`src/rtl/pipe_ctrl_if.sv`:
```
// Request/response bundle between the pipeline stages and the stall controller.
interface pipe_ctrl_if #(
    parameter int unsigned MC_LEN_W = 6,
    parameter int unsigned CNT_W    = 32
) ();
    localparam int unsigned STALL_W = 6;

    logic                stallreq_id;
    logic                ex_mc_start;
    logic [MC_LEN_W-1:0] ex_mc_len;
    logic                stallreq_mem;
    logic                flush;
    logic                cnt_clr;
    logic [STALL_W-1:0]  stall;
    logic                ex_mc_busy;
    logic                ex_mc_last;
    logic                flush_o;
    logic [CNT_W-1:0]    stall_cnt;

    // Pipeline side: raises requests, consumes the stall vector.
    modport master (
        output stallreq_id, ex_mc_start, ex_mc_len, stallreq_mem, flush, cnt_clr,
        input  stall, ex_mc_busy, ex_mc_last, flush_o, stall_cnt
    );

    // Controller side.
    modport slave (
        input  stallreq_id, ex_mc_start, ex_mc_len, stallreq_mem, flush, cnt_clr,
        output stall, ex_mc_busy, ex_mc_last, flush_o, stall_cnt
    );
endinterface

```
`src/rtl/pipe_ctrl.sv`:
```
// Pipeline stall controller: arbitrates ID/EX/MEM stall requests and flush,
// sequences fixed-length EX multi-cycle ops, and counts stalled cycles.
module pipe_ctrl #(
    parameter int unsigned MC_LEN_W = 6,
    parameter int unsigned CNT_W    = 32
) (
    input  logic       clk,
    input  logic       rst,
    pipe_ctrl_if.slave bus
);
    localparam int unsigned STALL_W = 6;

    localparam logic [STALL_W-1:0] STALL_NONE = 6'b000000;
    localparam logic [STALL_W-1:0] STALL_ID   = 6'b000111;
    localparam logic [STALL_W-1:0] STALL_EX   = 6'b001111;
    localparam logic [STALL_W-1:0] STALL_MEM  = 6'b011111;

    typedef enum logic {
        IDLE = 1'b0,
        BUSY = 1'b1
    } state_e;

    state_e              state_q, state_d;
    logic [MC_LEN_W-1:0] r_q, r_d;
    logic [CNT_W-1:0]    cnt_q, cnt_d;
    logic [STALL_W-1:0]  stall_c;
    logic                last_c;
    logic                flush_c;

    // State, remaining-cycle count and stall counter registers.
    always_ff @(posedge clk) begin
        if (rst) begin
            state_q <= IDLE;
            r_q     <= '0;
            cnt_q   <= '0;
        end else begin
            state_q <= state_d;
            r_q     <= r_d;
            cnt_q   <= cnt_d;
        end
    end

    // Request arbitration and multi-cycle sequencing, highest priority first.
    always_comb begin
        state_d = state_q;
        r_d     = r_q;
        stall_c = STALL_NONE;
        last_c  = 1'b0;
        flush_c = 1'b0;
        if (rst) begin
            state_d = IDLE;
            r_d     = '0;
        end else if (bus.flush) begin
            // Flush aborts any op in flight and discards a same-cycle start.
            flush_c = 1'b1;
            state_d = IDLE;
            r_d     = '0;
        end else if (bus.stallreq_mem) begin
            // EX is frozen: remaining count holds and an IDLE start waits.
            stall_c = STALL_MEM;
        end else if (state_q == BUSY) begin
            stall_c = STALL_EX;
            if (r_q == MC_LEN_W'(1)) begin
                last_c  = 1'b1;
                state_d = IDLE;
                r_d     = '0;
            end else begin
                r_d = r_q - MC_LEN_W'(1);
            end
        end else if (bus.ex_mc_start && (bus.ex_mc_len != '0)) begin
            // Start cycle counts as the first of the N occupancy cycles.
            stall_c = STALL_EX;
            if (bus.ex_mc_len == MC_LEN_W'(1)) begin
                last_c = 1'b1;
            end else begin
                state_d = BUSY;
                r_d     = bus.ex_mc_len - MC_LEN_W'(1);
            end
        end else if (bus.stallreq_id) begin
            stall_c = STALL_ID;
        end
    end

    // Saturating count of cycles in which the PC is held.
    always_comb begin
        cnt_d = cnt_q;
        if (bus.cnt_clr) begin
            cnt_d = '0;
        end else if (stall_c[0] && (cnt_q != '1)) begin
            cnt_d = cnt_q + CNT_W'(1);
        end
    end

    assign bus.stall      = stall_c;
    assign bus.ex_mc_last = last_c;
    assign bus.flush_o    = flush_c;
    assign bus.ex_mc_busy = (state_q == BUSY);
    assign bus.stall_cnt  = cnt_q;

endmodule
```
`src/flat_wrapper.sv`:
```
// flat-port wrapper written by rule: the top's interface ports become plain ports
module pipe_ctrl_flat 
#(
    parameter int unsigned MC_LEN_W = 6,
    parameter int unsigned CNT_W    = 32
)
  (clk, rst, bus_stallreq_id, bus_ex_mc_start, bus_ex_mc_len, bus_stallreq_mem, bus_flush, bus_cnt_clr, bus_stall, bus_ex_mc_busy, bus_ex_mc_last, bus_flush_o, bus_stall_cnt);
  pipe_ctrl_if #(.MC_LEN_W(MC_LEN_W), .CNT_W(CNT_W)) bus_i ();
  input  logic clk;
  input  logic rst;
  input wire logic [$bits(bus_i.stallreq_id)-1:0] bus_stallreq_id;
  input wire logic [$bits(bus_i.ex_mc_start)-1:0] bus_ex_mc_start;
  input wire logic [$bits(bus_i.ex_mc_len)-1:0] bus_ex_mc_len;
  input wire logic [$bits(bus_i.stallreq_mem)-1:0] bus_stallreq_mem;
  input wire logic [$bits(bus_i.flush)-1:0] bus_flush;
  input wire logic [$bits(bus_i.cnt_clr)-1:0] bus_cnt_clr;
  output wire logic [$bits(bus_i.stall)-1:0] bus_stall;
  output wire logic [$bits(bus_i.ex_mc_busy)-1:0] bus_ex_mc_busy;
  output wire logic [$bits(bus_i.ex_mc_last)-1:0] bus_ex_mc_last;
  output wire logic [$bits(bus_i.flush_o)-1:0] bus_flush_o;
  output wire logic [$bits(bus_i.stall_cnt)-1:0] bus_stall_cnt;
  assign bus_i.stallreq_id = bus_stallreq_id;
  assign bus_i.ex_mc_start = bus_ex_mc_start;
  assign bus_i.ex_mc_len = bus_ex_mc_len;
  assign bus_i.stallreq_mem = bus_stallreq_mem;
  assign bus_i.flush = bus_flush;
  assign bus_i.cnt_clr = bus_cnt_clr;
  assign bus_stall = bus_i.stall;
  assign bus_ex_mc_busy = bus_i.ex_mc_busy;
  assign bus_ex_mc_last = bus_i.ex_mc_last;
  assign bus_flush_o = bus_i.flush_o;
  assign bus_stall_cnt = bus_i.stall_cnt;
  pipe_ctrl #(.MC_LEN_W(MC_LEN_W), .CNT_W(CNT_W)) u_core (.clk(clk), .rst(rst), .bus(bus_i));
endmodule
```
`config.mk`:
```
export PLATFORM = sky130hd
export DESIGN_NAME = pipe_ctrl_flat
export DESIGN_NICKNAME = d
export VERILOG_FILES = /design/src/rtl/pipe_ctrl_if.sv /design/src/rtl/pipe_ctrl.sv /design/src/flat_wrapper.sv
export SDC_FILE = /design/constraint.sdc
export NUM_CORES = 1
export LEC_CHECK = 0
export CORE_ASPECT_RATIO = 0.7
export CORE_MARGIN = 1.5
export CORE_UTILIZATION = 35
export CTS_CLUSTER_DIAMETER = 30
export DETAILED_ROUTE_END_ITERATION = 8
export PLACE_DENSITY_LB_ADDON = 0.05
export SYNTH_ARGS = -nofsm -noshare
export SYNTH_HDL_FRONTEND = slang
export SYNTH_SLANG_ARGS = --single-unit
```
`constraint.sdc`:
```
create_clock -name clk -period 3.45 [get_ports clk]
set_input_delay 0.5175 -clock clk [delete_from_list [all_inputs] [get_ports clk]]
set_output_delay 0.5175 -clock clk [all_outputs]
set_load 0.02 [all_outputs]
```
* Yosys cells after proc, flatten, opt, wreduce, memory -nomap -nowiden *
Index checks and enable logic that the tools add are counted.

cells by class
  $add $sub $neg = 3
  eq/ne operators = 4
  mux-type cells = 23
  bitwise gates (word level) = 1
  reduce and logical (&&, ||, !) cells = 7

operators with widths
  cell                   number
  $mux 6                 9
  $add 32x1->32 const B  1
  $ne 32x32->1 const B   1
  $mux 1                 13
  $eq 6x1->1 const B     2
  $sub 6x1->6 const B    2
  $reduce_bool 6->1      1
  $reduce_or 2->1        2
  $mux 3                 1
  $reduce_and 3->1       1
  $logic_and 1x1->1      2
  $ne 2x1->1 const B     1
  $reduce_bool 2->1      1
  $not 1->1              1

word-level totals
  register bits = 39
  output and inout bits = 41
  word-level logic and storage cells = 41

* Logic depth before layout (Yosys ltp) *
  depth after elaboration = 8
  gate-level depth with buffers = 8

* Worst setup path before layout *
Ideal clock, no wire load.

  path kind = input to output
  start point = input port bus_ex_mc_len[2]
  end point = output port bus_stall[1]
  data arrival time = 1.877 ns
  setup slack = 1.055 ns
  cell stages on the path = 6
  path through = nor4_2 > a21boi_2 > o31ai_1 > buf_4 > inv_2 > buf_4

on the way
  longest elaborated chain between the ends = 7

RTL lines
  what                line                text
  start: declaration  flat_wrapper.sv:13  input wire logic [$bits(bus_i.ex_mc_len)-1:0] bus_ex_mc_len;
  $reduce_bool 6->1   pipe_ctrl.sv:70     end else if (bus.ex_mc_start && (bus.ex_mc_len != '0)) begin
  $logic_and 1x1->1   pipe_ctrl.sv:70
  $mux 6              pipe_ctrl.sv:70
  $mux 6              pipe_ctrl.sv:61     end else if (state_q == BUSY) begin
  $mux 6              pipe_ctrl.sv:58     end else if (bus.stallreq_mem) begin
  $mux 6              pipe_ctrl.sv:53     end else if (bus.flush) begin
  $mux 6              pipe_ctrl.sv:50     if (rst) begin
  end: declaration    flat_wrapper.sv:17  output wire logic [$bits(bus_i.stall)-1:0] bus_stall;

Every way passes these cells.

* Final worst setup path *
  start point = input port bus_ex_mc_len[2]
  end point = output port bus_stall[2]

The elaborated chain is that of the path after synthesis.

==> results.md <==
- The floorplan step defined a die boundary enclosing 7460 um^2.
- The kind of end point of the critical path is a primary output.
- The count of TritonRoute iterations in the first routing pass is 4.
- The flip-flop and latch count after synthesis is 39.
- Of the total power, the share spent switching nets is 0.274.
- In the finished design, the share of the clock period the worst path needs comes to 0.924.
- Leaving out fill and tap cells, the most frequent cells in the layout are clkdlybuf4s50_1 (52), dfxtp_1 (39), a21oi_1 (33).
- Summed over all layers, the global routing overflow is 0.
- The clock tree from TritonCTS is yes.
- The initial utilization of the core area, before any placement, comes to 0.361.
- The number of max-slew violations in the final report is 0.
- The switching power summed over all nets is 0.240 mW.
- The worst hold path begins at u_core.r_q[5].
- The number of sinks driven by the clock tree is 39.
- The remaining antenna violation count is 0.
- Setup repair after global routing left no endpoint under its margin.
- For this run, the total global-route usage over all layers was measured as 0.187.
- The worst hold path class is flip-flop to flip-flop.
- The proportion of synthesized flip-flops having asynchronous set or reset is 0.
- Clock tree synthesis selected as its root buffer the cell clkbuf_8.
- The largest family of logic cells by synthesized area is simple AND/OR/NAND/NOR gates.
- The total placed cells including tap cells is 440.
- Summing over every cut layer, the via total after detailed routing is 2506.
- Registers take 781 um^2.
- Across the run, the number of max-cap violations was 0.
- Of the total power, combinational logic draws 0.114.
- The most used flip-flop cell after synthesis is dfxtp_1.
- The number of hold violations in the final report is 0.
- The share of total power dissipated in sequential elements is 0.521.
- The required time of the worst setup path is 2930 ps.
- The via density per instance is 5.59.
- Internal power comes to 0.638 mW.
- 54 I/O pins were placed.
- The setup path with the least slack is of type input port to primary output.
- The final-layout fill cell count is 695.
- When the netlist entered floorplanning its net count stood at 322.
- After synthesis, the share of cell area in mux cells is 0.0206.
- The clock passes through at most 2 buffers.
- The worst ir drop on vdd is 132 uV.
- The worst reg2reg path depth is 5.
- Setup violations remaining at the end of the flow were counted as 0.
- The data arrival time of the critical path is 2670 ps.
- The buffer count from post-CTS setup fixing is 0.
- In this run the worst setup path begins at bus_ex_mc_len[2].
- The post-synthesis cell area is 2430 um^2.
- Entering global routing, the biggest net connects 29 pins.
- The post-CTS clock slew at the launch and capture registers of the worst setup and hold paths is 80 ps.
- The reported leakage power is 0.975 nW.
- The worst hold path stage count is 2.
- Of the total synthesized cell area, the portion taken by XOR and XNOR cells is 0.0144.
- The count of synthesis-stage warnings from yosys is 0.
- Leaving out filler cells and counting taps, the final layout contains 448.
- The number of antenna diodes in the final layout is 0.
- The synthesized instance count is 303.
- The die is 72.7 um tall.
- The register area share after synthesis is 0.321.
- The DRC violations left is 0.
- The hold path endpoint is u_core.r_q[5].
- The insertion delay to the later sink of the worst-skew pair is 290 ps.
- In the final layout, the multi-input gates occupy 1530 um^2.
- The HPWL after detailed placement is 4820 um.
- The final critical delay including setup and external delays is 3190 ps.
- The critical path startpoint category is an input port.
- Buffers placed on the I/O ports in this run total 52.
- The final weighted congestion in routability-driven placement is 0.820.
- The worst register-to-register path begins at u_core.bus.stall_cnt[26].
- Of the total synthesized cell area, the portion taken by full adders, half adders and majority gates is 0.0309.
- After detailed routing, the total wire length is 6670 um.
- Based on the critical path, the design can be clocked at up to 314 MHz.
- The H-tree depth is 2.
- In this run the critical register-to-register path is captured at u_core.bus.stall_cnt[21].
- The first routing iteration left 115 violations.
- Gates resized during post-CTS repair numbered 0.
- The global-route wire length before repair is 11000 um.
- Along the worst path, the maximum fanout reaches 10.
- In this run, distinct cell masters in the synthesized netlist total 53.
- The cell row count is 25.
- The complex-gate fraction of the synthesized area was 0.234.
- The die extent in x is 103 um.
- The number of global-route vias before repair was 2224.
- The power consumption is 0.878 mW.
- After the last flow step, the layout net total stands at 372.
- The leading cell type in the layout, fill and taps excluded is clkdlybuf4s50_1.
- After synthesis, the mean cell area works out to 8.02 um^2.
- The accumulated negative setup slack is 0 ps.
- The growth of design area from synthesis to finish is 28.2%.
- The transition time of the tightest slew-check pin is 941 ps.
- After clock tree synthesis, the flow added hold-fix buffers numbering 0.
- The max-slew headroom at the worst pin is 0.369.
- The worst clock skew is 7.42 ps.
- Final hold analysis gives a worst-case slack of 491 ps.
- The total core area is 6730 um^2.
- The total clock buffers created by CTS is 5.
- Power spread over the standard cell area amounts to 282 nW/um^2.
- Of the cells placed in the final design, the portion with a size suffix greater than 1 is 0.0960.
- Of the total power, the clock network draws 0.365.
- The minimum setup slack among reg-to-reg paths is 1110 ps.
- The run finished with clean final reports.
- After detailed routing, the average wire length per cell comes to 14.9 um.
- Counting flops with a built-in enable in the synthesized netlist gives 0.
- The initial antenna violation count was 0.
- The post-synthesis simple-gate area fraction is 0.328.
-- critical path, stage by stage --
cell             delay (ps)
clkdlybuf4s50_1         500
nor4_2                  450
a21boi_2                140
o31ai_1                 260
buf_4                   160
inv_2                    80
clkdlybuf4s50_1         550
-- power groups by stage --
stage | clock (mW) | sequential [mW] | combinational (mW)
floorplan | 0 | 0.467 | 0.0575
global placement | 0 | 0.468 | 0.100
detailed placement | 0 | 0.468 | 0.100
CTS | 0.334 | 0.457 | 0.100
global route | 0.347 | 0.458 | 0.111
finish | 0.321 | 0.457 | 0.100
-- area by class of cell --
type / count / area share
Clock buffer: 6 / 0.0233
Clock inverter: 2 / 0.00401
Tap cell: 94 / 0.0377
Sequential cell: 39 / 0.251
Multi-Input combinational cell: 240 / 0.491
Inverter: 8 / 0.00963
Timing Repair Buffer: 59 / 0.184
-- per-stage QoR --
step / setup WS [ps] / instance area [um^2] / util
final: 262 / 3120 / 0.463
after global placement: 311 / 3030 / 0.451
after CTS: 268 / 3120 / 0.463
after floorplan: 1060 / 2430 / -
after detailed placement: 271 / 3030 / 0.451
after global routing: 50.0 / 3120 / 0.463
-- flip-flops by register name, summed over array words and instances, names as in the netlist --
signal                 flops
u_core.bus.ex_mc_busy      1
u_core.r_q                 6
u_core.bus.stall_cnt      32
-- cell usage after synthesis (3+ instances only) --
library cell,number,area [um^2]
o21ai_0,11,55.1
inv_1,7,26.3
and3_1,3,18.8
nand2_1,25,93.8
clkbuf_1,4,15.0
mux2i_1,5,50.1
nor3_2,3,30.0
a31oi_1,4,25.0
ha_1,6,75.1
nor3_1,8,40.0
or3_1,8,50.1
buf_1,3,11.3
a21oi_1,33,165
or2_2,5,31.3
nor4_1,4,25.0
or4_1,19,143
nand4_1,10,62.6
buf_4,5,37.5
nand3_1,17,85.1
dfxtp_1,39,781
nor2_1,21,78.8
o31ai_1,21,158
-- worst max-delay path by stage --
stage | to | depth (start not counted)
6_report | bus_stall[2] | 7
5_1_grt | bus_stall[0] | 7
4_1_cts | bus_stall[2] | 7
3_5_place_dp | bus_stall[2] | 7
3_3_place_gp | bus_stall[0] | 7
2_1_floorplan | bus_stall[1] | 6
-- cell families after synthesis --
| logic type | Yosys count |
|---|---|
| xor gates and xnor gates | 4 |
| AOI/OAI and AO/OA | 86 |
| muxes | 5 |
| buffers and inverters | 24 |
| other | 1 |
| and+or+nand+nor | 138 |
| adders and majority gates | 6 |
| DFF | 39 |
-- metal layers --
metal | track usage | routed length (um)
met1 | 0.286 | 3620
met4 | 0.0381 | 29
met2 | 0.264 | 2650
met3 | 0.0441 | 371
met5 | 0 | 0
Note: power is estimated with default switching activity, not from simulation.
